<file path="src/rtl/master_in.sv">
// ============================================================================
// master_in : serial-bus master receive path (read deserialiser + handshake)
// Optional: define MASTER_IN_LSB_FIRST_EN for LSB-first bit order.
// Revision  : 1.0 - initial release
// ============================================================================
`default_nettype none

module master_in #(
  parameter int DATA_WIDTH  = 8,
  parameter int BURST_WIDTH = 12
) (
  input  logic                   clk,
  input  logic                   reset,
  input  logic                   slave_valid,
  input  logic                   rx_data,
  input  logic [BURST_WIDTH-1:0] burst_num,
  input  logic [1:0]             instruction,
  output logic                   rx_done,
  output logic                   master_ready,
  output logic                   new_rx,
  output logic [DATA_WIDTH-1:0]  data
);

  localparam int          CNT_W    = $clog2(DATA_WIDTH);
  localparam logic [1:0]  C_RD_INS = 2'b11;

  typedef enum logic [2:0] {
    IDLE       = 3'd0,
    WAIT_VALID = 3'd1,
    RECEIVE    = 3'd2,
    BYTE_GAP   = 3'd3,
    DONE       = 3'd4
  } state_t;

  state_t                 r_state;
  logic [DATA_WIDTH-1:0]  r_shift;
  logic [CNT_W-1:0]       r_bit_cnt;
  logic [BURST_WIDTH-1:0] r_byte_cnt;
  logic [BURST_WIDTH-1:0] r_total;

  logic                   w_read;
  logic [DATA_WIDTH-1:0]  w_shift_next;
  logic [BURST_WIDTH-1:0] w_byte_cnt_next;
  logic [BURST_WIDTH-1:0] w_total;
  logic                   w_last_bit;

  assign w_read = (instruction == C_RD_INS);

`ifdef MASTER_IN_LSB_FIRST_EN
  assign w_shift_next = {rx_data, r_shift[DATA_WIDTH-1:1]};
`else
  assign w_shift_next = {r_shift[DATA_WIDTH-2:0], rx_data};
`endif

  assign w_byte_cnt_next = r_byte_cnt + 1'b1;
  // A burst_num of zero is treated as a single-byte read.
  assign w_total    = (burst_num == '0) ? BURST_WIDTH'(1) : burst_num;
  assign w_last_bit = (r_bit_cnt == CNT_W'(DATA_WIDTH - 1));

  always_ff @(posedge clk or posedge reset) begin
    if (reset) begin
      r_state      <= IDLE;
      r_shift      <= '0;
      r_bit_cnt    <= '0;
      r_byte_cnt   <= '0;
      r_total      <= '0;
      rx_done      <= 1'b0;
      master_ready <= 1'b0;
      new_rx       <= 1'b0;
      data         <= '0;
    end else begin
      new_rx <= 1'b0;
      if (r_state != IDLE && !w_read) begin
        r_state      <= IDLE;
        master_ready <= 1'b0;
        rx_done      <= 1'b0;
      end else begin
        case (r_state)
          IDLE: begin
            if (w_read) begin
              r_total      <= w_total;
              r_byte_cnt   <= '0;
              master_ready <= 1'b1;
              r_state      <= WAIT_VALID;
            end
          end
          WAIT_VALID: begin
            master_ready <= 1'b1;
            if (slave_valid) begin
              r_bit_cnt <= '0;
              r_state   <= RECEIVE;
            end
          end
          RECEIVE: begin
            if (!slave_valid) begin
              r_bit_cnt <= '0;
              r_state   <= WAIT_VALID;
            end else begin
              r_shift   <= w_shift_next;
              r_bit_cnt <= r_bit_cnt + 1'b1;
              if (w_last_bit) begin
                data       <= w_shift_next;
                new_rx     <= 1'b1;
                r_byte_cnt <= w_byte_cnt_next;
                if (w_byte_cnt_next >= r_total) begin
                  rx_done      <= 1'b1;
                  master_ready <= 1'b0;
                  r_state      <= DONE;
                end else begin
                  r_state <= BYTE_GAP;
                end
              end
            end
          end
          BYTE_GAP: begin
            r_bit_cnt <= '0;
            r_state   <= slave_valid ? RECEIVE : WAIT_VALID;
          end
          DONE: begin
            rx_done      <= 1'b1;
            master_ready <= 1'b0;
          end
          default: r_state <= IDLE;
        endcase
      end
    end
  end

endmodule

`default_nettype wire

</file>
<file path="config.mk">
export PLATFORM = sky130hd
export DESIGN_NAME = master_in
export DESIGN_NICKNAME = d
export VERILOG_FILES = /design/src/rtl/master_in.sv
export SDC_FILE = /design/constraint.sdc
export NUM_CORES = 1
export LEC_CHECK = 0
export ABC_AREA = 1
export CAP_MARGIN = 15
export CORE_MARGIN = 3
export CORE_UTILIZATION = 40
export DETAILED_ROUTE_END_ITERATION = 16
export DONT_BUFFER_PORTS = 1
export PLACE_DENSITY = 0.56
export SETUP_SLACK_MARGIN = 0.1
export SKIP_CTS_REPAIR_TIMING = 1
export SLEW_MARGIN = 0
export SYNTH_ARGS = -nofsm -noshare
export SYNTH_HDL_FRONTEND = slang
export SYNTH_SLANG_ARGS = --single-unit
</file>
<file path="constraint.sdc">
create_clock -name clk -period 2.36 [get_ports clk]
set_input_delay 0.472 -clock clk [delete_from_list [all_inputs] [get_ports clk]]
set_output_delay 0.472 -clock clk [all_outputs]
set_load 0.005 [all_outputs]
</file>
==> results of run 1 <==
[registers in the layout, summed over array words and instances (netlist names)]
| signal | flops |
|---|---|
| r_shift | 7 |
| data | 8 |
| master_ready | 1 |
| r_total | 12 |
| r_state | 3 |
| r_byte_cnt | 12 |
| r_bit_cnt | 3 |
| new_rx | 1 |
| rx_done | 1 |
[report_power, final]
group | internal (W) | total (W) | switching (W)
sequential | 0.000963 | 0.00103 | 0.0000633
combinational | 0.000237 | 0.000658 | 0.000421
clock | 0.000427 | 0.000728 | 0.000301
total | 0.00163 | 0.00241 | 0.000786
[placed cells by master, fill, tap and decap left out, drive strengths merged, types with 2 or more instances in the layout]
| master | n |
|---|---|
| bufinv | 2 |
| clkbuf | 5 |
| nand3 | 10 |
| nand4 | 2 |
| nor4 | 3 |
| nand3b | 2 |
| nor3 | 7 |
| buf | 25 |
| a21oi | 4 |
| nor2 | 19 |
| xor2 | 7 |
| ha | 15 |
| a22o | 2 |
| o22ai | 5 |
| dfrtp | 48 |
| nand2 | 88 |
| inv | 57 |
| o21ai | 36 |
[worst paths after layout]
path                                      startpoint                   endpoint  slack (ns)  cells after the start
setup / recovery           r_byte_cnt[0]$_DFFE_PP0P_        rx_done$_DFFE_PP0P_       -0.15                     18
hold / removal                          burst_num[4]     r_total[4]$_DFFE_PP0P_        0.27                      2
setup reg to reg           r_byte_cnt[0]$_DFFE_PP0P_        rx_done$_DFFE_PP0P_       -0.15                     18
hold reg to reg               r_shift[0]$_DFFE_PP0P_     r_shift[1]$_DFFE_PP0P_        0.49                      2
max in group asynchronous                      reset  r_byte_cnt[7]$_DFFE_PP0P_        1.26                      3
min in group asynchronous                      reset   r_bit_cnt[0]$_DFFE_PP0P_        0.50                      2
[through the flow]
stage,instances,setup slack (ns),TNS [ns],power [W]
global route,418,-0.3059,-1.359,0.002580
global placement,405,-0.02730,-0.05341,0.001610
detailed placement,405,-0.1148,-0.3271,0.001622
floorplan,315,0.01651,0,0.001489
finish,418,-0.1491,-0.4990,0.002412
CTS,413,-0.1568,-0.5219,0.002354
[area by class of cell]
class / count / area share (%)
multi-input combinational: 204 / 41.72
tap: 75 / 2.949
timing repair buffer: 26 / 6.449
inverter: 57 / 6.724
clock buffer: 5 / 2.163
sequential: 48 / 37.83
clock inverter: 3 / 2.163
[critical path, stage by stage (launching register included)]
cell and delay, ns:
dfrtp_1 0.43, buf_6 0.13, nand3_4 0.07, nor3_4 0.22
nand3_2 0.13, buf_4 0.17, xor2_4 0.15, inv_1 0.06
ha_1 0.28, nand2_1 0.07, nand2_1 0.05, nand2_1 0.06
nand3_1 0.07, nor2_2 0.11, nand2_1 0.07, nand2_1 0.07
nand2_2 0.07, nand3_1 0.10, nand2_1 0.07
[layer usage]
layer  track usage, %  wire, um  share of wire [%]  vias to the layer above
li1                 -         -                  -                     1048
met1            21.79      2689                 50                      919
met2            21.95      2353                 44                       37
met3            3.311       234                4.4                        9
met4            4.816       102                1.9                        0
met5                0         0                  0                        -
[cell families after synthesis]
| kind of cell | share of synthesized area, % |
|---|---|
| AO/OA/AOI/OAI | 12.73 |
| XOR/XNOR | 2.336 |
| adder cells (fa/ha/maj) | 7.150 |
| buffers and inverters | 9.723 |
| flip-flops | 45.76 |
| AND/OR/NAND/NOR | 22.31 |
==> results.ini, run 1 <==
[logic_synthesis]
synth-seq-area-share_pct = 45.76
avgSynthCellArea_sq_um = 8.333
yosysWarnings = 0
synthCells = 315
synth_ff_type = dfrtp_1
ys_types = 31
synth_area_sq_mm = 0.002625
netlist.area_leader.share_pct = 45.76
yosys_register_bits = 48
yosysMostFrequentCell = nand2_1
synth_enable_flop_cells = 0
synthArstFlopShare_pct = 100.0
ys_top_cells_by_area = dfrtp_1 (46%), nand2_1 (12%), inv_1 (7.7%), ha_1 (7.1%), o21ai_0 (4.4%)
synth_area_leader_cell = dfrtp_1
synth_fp_nets = 348
synthTopCellsByCount = nand2_1 (85), inv_1 (54), dfrtp_1 (48)

[layout]
stdcell_area_sq_mm = 0.003182
multi_input_area_sq_mm = 0.001328
ff_latch_area_sq_mm = 0.001204
fin_util_pct = 51.90
area_growth_pct = 21.21
drive_gt1_share_pct = 24.49
final_nets = 375
fillers = 593
antennaDiodeCount = 0

[placement]
port_buffers = 0
gp_congestion = 0.8716
dpl_cell_area_sq_mm = 0.002848
dp_hpwl_um = 3807

[sta]
max_slew_margin_pct = 76.23
period_share_pct = 106.3
fin_ws_ns = -0.1491
tightest_slew_ns = 0.3557
drv_slew = 0
setup_viol = 5
finalHoldViolations = 0
fmax_ghz = 0.3986
fin_hold_ws_ns = 0.2740
rsz0062_at_grt = yes
fin_skew_ns = 0.01288
min_period_ns = 2.509

[power_and_ir_drop]
p_leak_nw = 1.591
ir_drop_mv = 0.4101
powerDensity_mw_per_mm2 = 758.1

[run]
cap_violations = 0

[detailed_routing]
routedWlPerCell_um = 12.87
drt-pass1-iter-count = 4
vias = 2013
drc = 0
totalWireLength_um = 5379
ant_nets = 0
drt_iter0_drc = 56
vias_per_cell = 4.816

[floorplanning]
die_h_um = 87.01
pin_count = 29
dieArea_sq_mm = 0.007571
initial_core_util_pct = 42.82
core_sq_mm = 0.006131
die_w_um = 87.01
rows = 28

[clock_tree]
clock_sinks = 48
cts_inserted_buffers = 5
insertion_delay_ns = 0.31
cts_tree = yes
htreeDepth = 2
clk_pin_slew_ns = 0.10
cts_root_buffer = clkbuf_8
clockBufferDepth = 2

[grt]
grt_pass1_vias = 1979
gr-total-overflow = 0
grt_max_degree = 27
grt_util_all_layers_pct = 14.96
antenna_found_initial = 0
grt_pass1_wl_um = 8983

[status]
outcome = complete, but fails checks
violations = setup timing

[critical_path]
cp.arrival_ns = 2.71
startpoint_type = register
cp.required_ns = 2.56
endpoint_kind = register
path_max_fanout = 4
critical_path_class = reg -> reg

[worst_hold_path]
hp-class = in -> reg

No activity file was read; power rests on OpenSTA's default activity.
==> inputs of run 2 (changes only) <==
--- a/config.mk
+++ b/config.mk
@@ -8,10 +8,10 @@
 export ABC_AREA = 1
 export CAP_MARGIN = 15
 export CORE_MARGIN = 3
-export CORE_UTILIZATION = 40
+export CORE_UTILIZATION = 57
 export DETAILED_ROUTE_END_ITERATION = 16
 export DONT_BUFFER_PORTS = 1
-export PLACE_DENSITY = 0.56
+export PLACE_DENSITY = 0.75
 export SETUP_SLACK_MARGIN = 0.1
 export SKIP_CTS_REPAIR_TIMING = 1
 export SLEW_MARGIN = 0
==> constraint.sdc (replaced) <==
create_clock -name clk -period 2.36 [get_ports clk]
set_input_delay 0.354 -clock clk [delete_from_list [all_inputs] [get_ports clk]]
set_output_delay 0.354 -clock clk [all_outputs]
set_load 0.005 [all_outputs]
==> run 2 against run 1 <==
  * The flow still finishes with violations (setup timing)
  * First-iteration DRC count increased by 5.4%
  * Global-route usage increased by 4.8 points
  * Critical endpoint unchanged
  * Non-clock buffer count decreased by 3
  * Hold slack got worse by 0.10 ns
  * Combinational power decreased by 7.1%
  * Sequential power about the same
  * Cell count decreased by 6.2%
  * Clock power decreased by 17%
  * Sequential cell count unchanged
  * Critical path depth increased by 2
  * Worst setup slack improved by 0.011 ns
  * Final area decreased by 4.6%
==> results.ini, run 2 (synthesized netlist as in run 1, its figures left out) <==
[sta]
period_share_pct = 105.9
min_period_ns = 2.498
max_slew_margin_pct = 74.28
fin_ws_ns = -0.1382
setup_viol = 5
fin_skew_ns = 0.003496
rsz0062_at_grt = yes
drv_slew = 0
setup_tns_ns = -0.6051
finalHoldViolations = 0
fmax_ghz = 0.4003
tightest_slew_ns = 0.3818

[layout]
final_cell_mix = nand2_1 (81), inv_1 (52), dfrtp_1 (48)
multi_input_area_sq_mm = 0.001264
drive_gt1_share_pct = 21.18
fin_util_pct = 68.74
final_common_cell = nand2_1
fillers = 366
stdcell_area_sq_mm = 0.003034
final_nets = 372
reg_top3 = r_byte_cnt x12, r_total x12, data x8
area_growth_pct = 15.59
antennaDiodeCount = 0
ff_latch_area_sq_mm = 0.001201
instances_no_fill = 392

[grt]
antenna_found_initial = 0
grt_pass1_wl_um = 8252
gr-total-overflow = 0
grt_pass1_vias = 1927
grt_util_all_layers_pct = 19.72
grt_max_degree = 24

[critical_path]
rr_endpoint = rx_done$_DFFE_PP0P_
r2r_cells = 20
crit_top_cell = nand2_1
cpMaxStageDelayCell = dfrtp_1
crit_start = r_byte_cnt[0]$_DFFE_PP0P_
reg2reg_slack_ns = -0.14
path_max_fanout = 4
cp.arrival_ns = 2.70
path_delay_family = simple AND/OR/NAND/NOR gates
endpoint_kind = register
critical_path_class = reg -> reg
cpPeakStageDelay_ns = 0.39
startpoint_type = register
r2r-start = r_byte_cnt[0]$_DFFE_PP0P_
worstPathCellList = ha_2 -> nand3_4 -> nor2_4 -> nand2_2 -> nor2_4 -> nand2_2 -> xor2_2 -> inv_2 -> ha_4 -> nand2_2 -> nor2_2 -> nand2_1 -> nor2_1 -> nand2_1 -> nand2_1 -> nand2_1 -> nand2_2 -> nand2_1 -> nand2_1 -> nand2_1
path_buf_inv = 1
cp.required_ns = 2.56

[power_and_ir_drop]
powerDensity_mw_per_mm2 = 739.9
p_leak_nw = 1.557
ir_drop_mv = 0.4731
finalPower_w = 0.002245

[detailed_routing]
vias = 2077
drt-pass1-iter-count = 4
drc = 0
ant_nets = 0
routedWlPerCell_um = 13.54
vias_per_cell = 5.298
drt_iter0_drc = 59
totalWireLength_um = 5306

[clock_tree]
clk_pin_slew_ns = 0.09
clock_sinks = 48
htreeDepth = 2
insertion_delay_ns = 0.30
clockBufferDepth = 2
cts_tree = yes
cts_inserted_buffers = 5
cts_root_buffer = clkbuf_8

[placement]
dp_cells = 380
gp_congestion = 0.8070
dpl_cell_area_sq_mm = 0.002804
dp_hpwl_um = 3687
port_buffers = 0

[run]
cap_violations = 0

[worst_hold_path]
min-delay-start = burst_num[11]
min_to = r_total[11]$_DFFE_PP0P_
hold_depth = 2
hp-class = in -> reg

[floorplanning]
rows = 24
core_sq_mm = 0.004414
die_w_um = 73.86
dieArea_sq_mm = 0.005455
pin_count = 29
die_h_um = 73.86
initial_core_util_pct = 59.47

[status]
outcome = complete, but fails checks
violations = setup timing

-- run 2: final cells by class --
cell class	instances	share of cell area, %
multi-input combinational	204	41.65
sequential	48	39.59
inverter	57	7.052
timing repair buffer	23	5.773
clock buffer	5	2.268
tap	52	2.144
clock inverter	3	1.526
-- run 2: metal layers --
layer	wire length, um	GRT usage, %
met2	2521	32.19
met1	2431	25.48
met5	0	0
met4	99	7.445
met3	252	4.378
-- run 2: worst max path at each step --
stage,to,slack (ns),depth (start not counted)
final,rx_done$_DFFE_PP0P_,-0.14,20
after global placement,rx_done$_DFFE_PP0P_,-0.02,20
after detailed placement,rx_done$_DFFE_PP0P_,-0.12,20
after floorplan,rx_done$_DFFE_PP0P_,0.02,20
after CTS,rx_done$_DFFE_PP0P_,-0.17,20
after global routing,rx_done$_DFFE_PP0P_,-0.36,20
-- run 2: metrics by stage --
step | worst slack, ns | hold slack, ns
2_1_floorplan | 0.01651 | 0.4422
3_3_place_gp | -0.01559 | 0.2294
3_5_place_dp | -0.1174 | 0.2279
4_1_cts | -0.1737 | -0.1110
5_1_grt | -0.3614 | 0.1644
6_report | -0.1382 | 0.1701
-- run 2: where the power goes --
part,switching (W),internal [W]
clock,0.000287,0.000319
sequential,0.0000649,0.000963
combinational,0.000394,0.000218
==> inputs of run 3 (changes only) <==
--- a/config.mk
+++ b/config.mk
@@ -12,7 +12,7 @@
 export DETAILED_ROUTE_END_ITERATION = 16
 export DONT_BUFFER_PORTS = 1
 export PLACE_DENSITY = 0.75
-export SETUP_SLACK_MARGIN = 0.1
+export SETUP_SLACK_MARGIN = 0.15
 export SKIP_CTS_REPAIR_TIMING = 1
 export SLEW_MARGIN = 0
 export SYNTH_ARGS = -nofsm -noshare
==> results of run 3 <==
Final layout, timing and power as in run 2 (identical DEF).
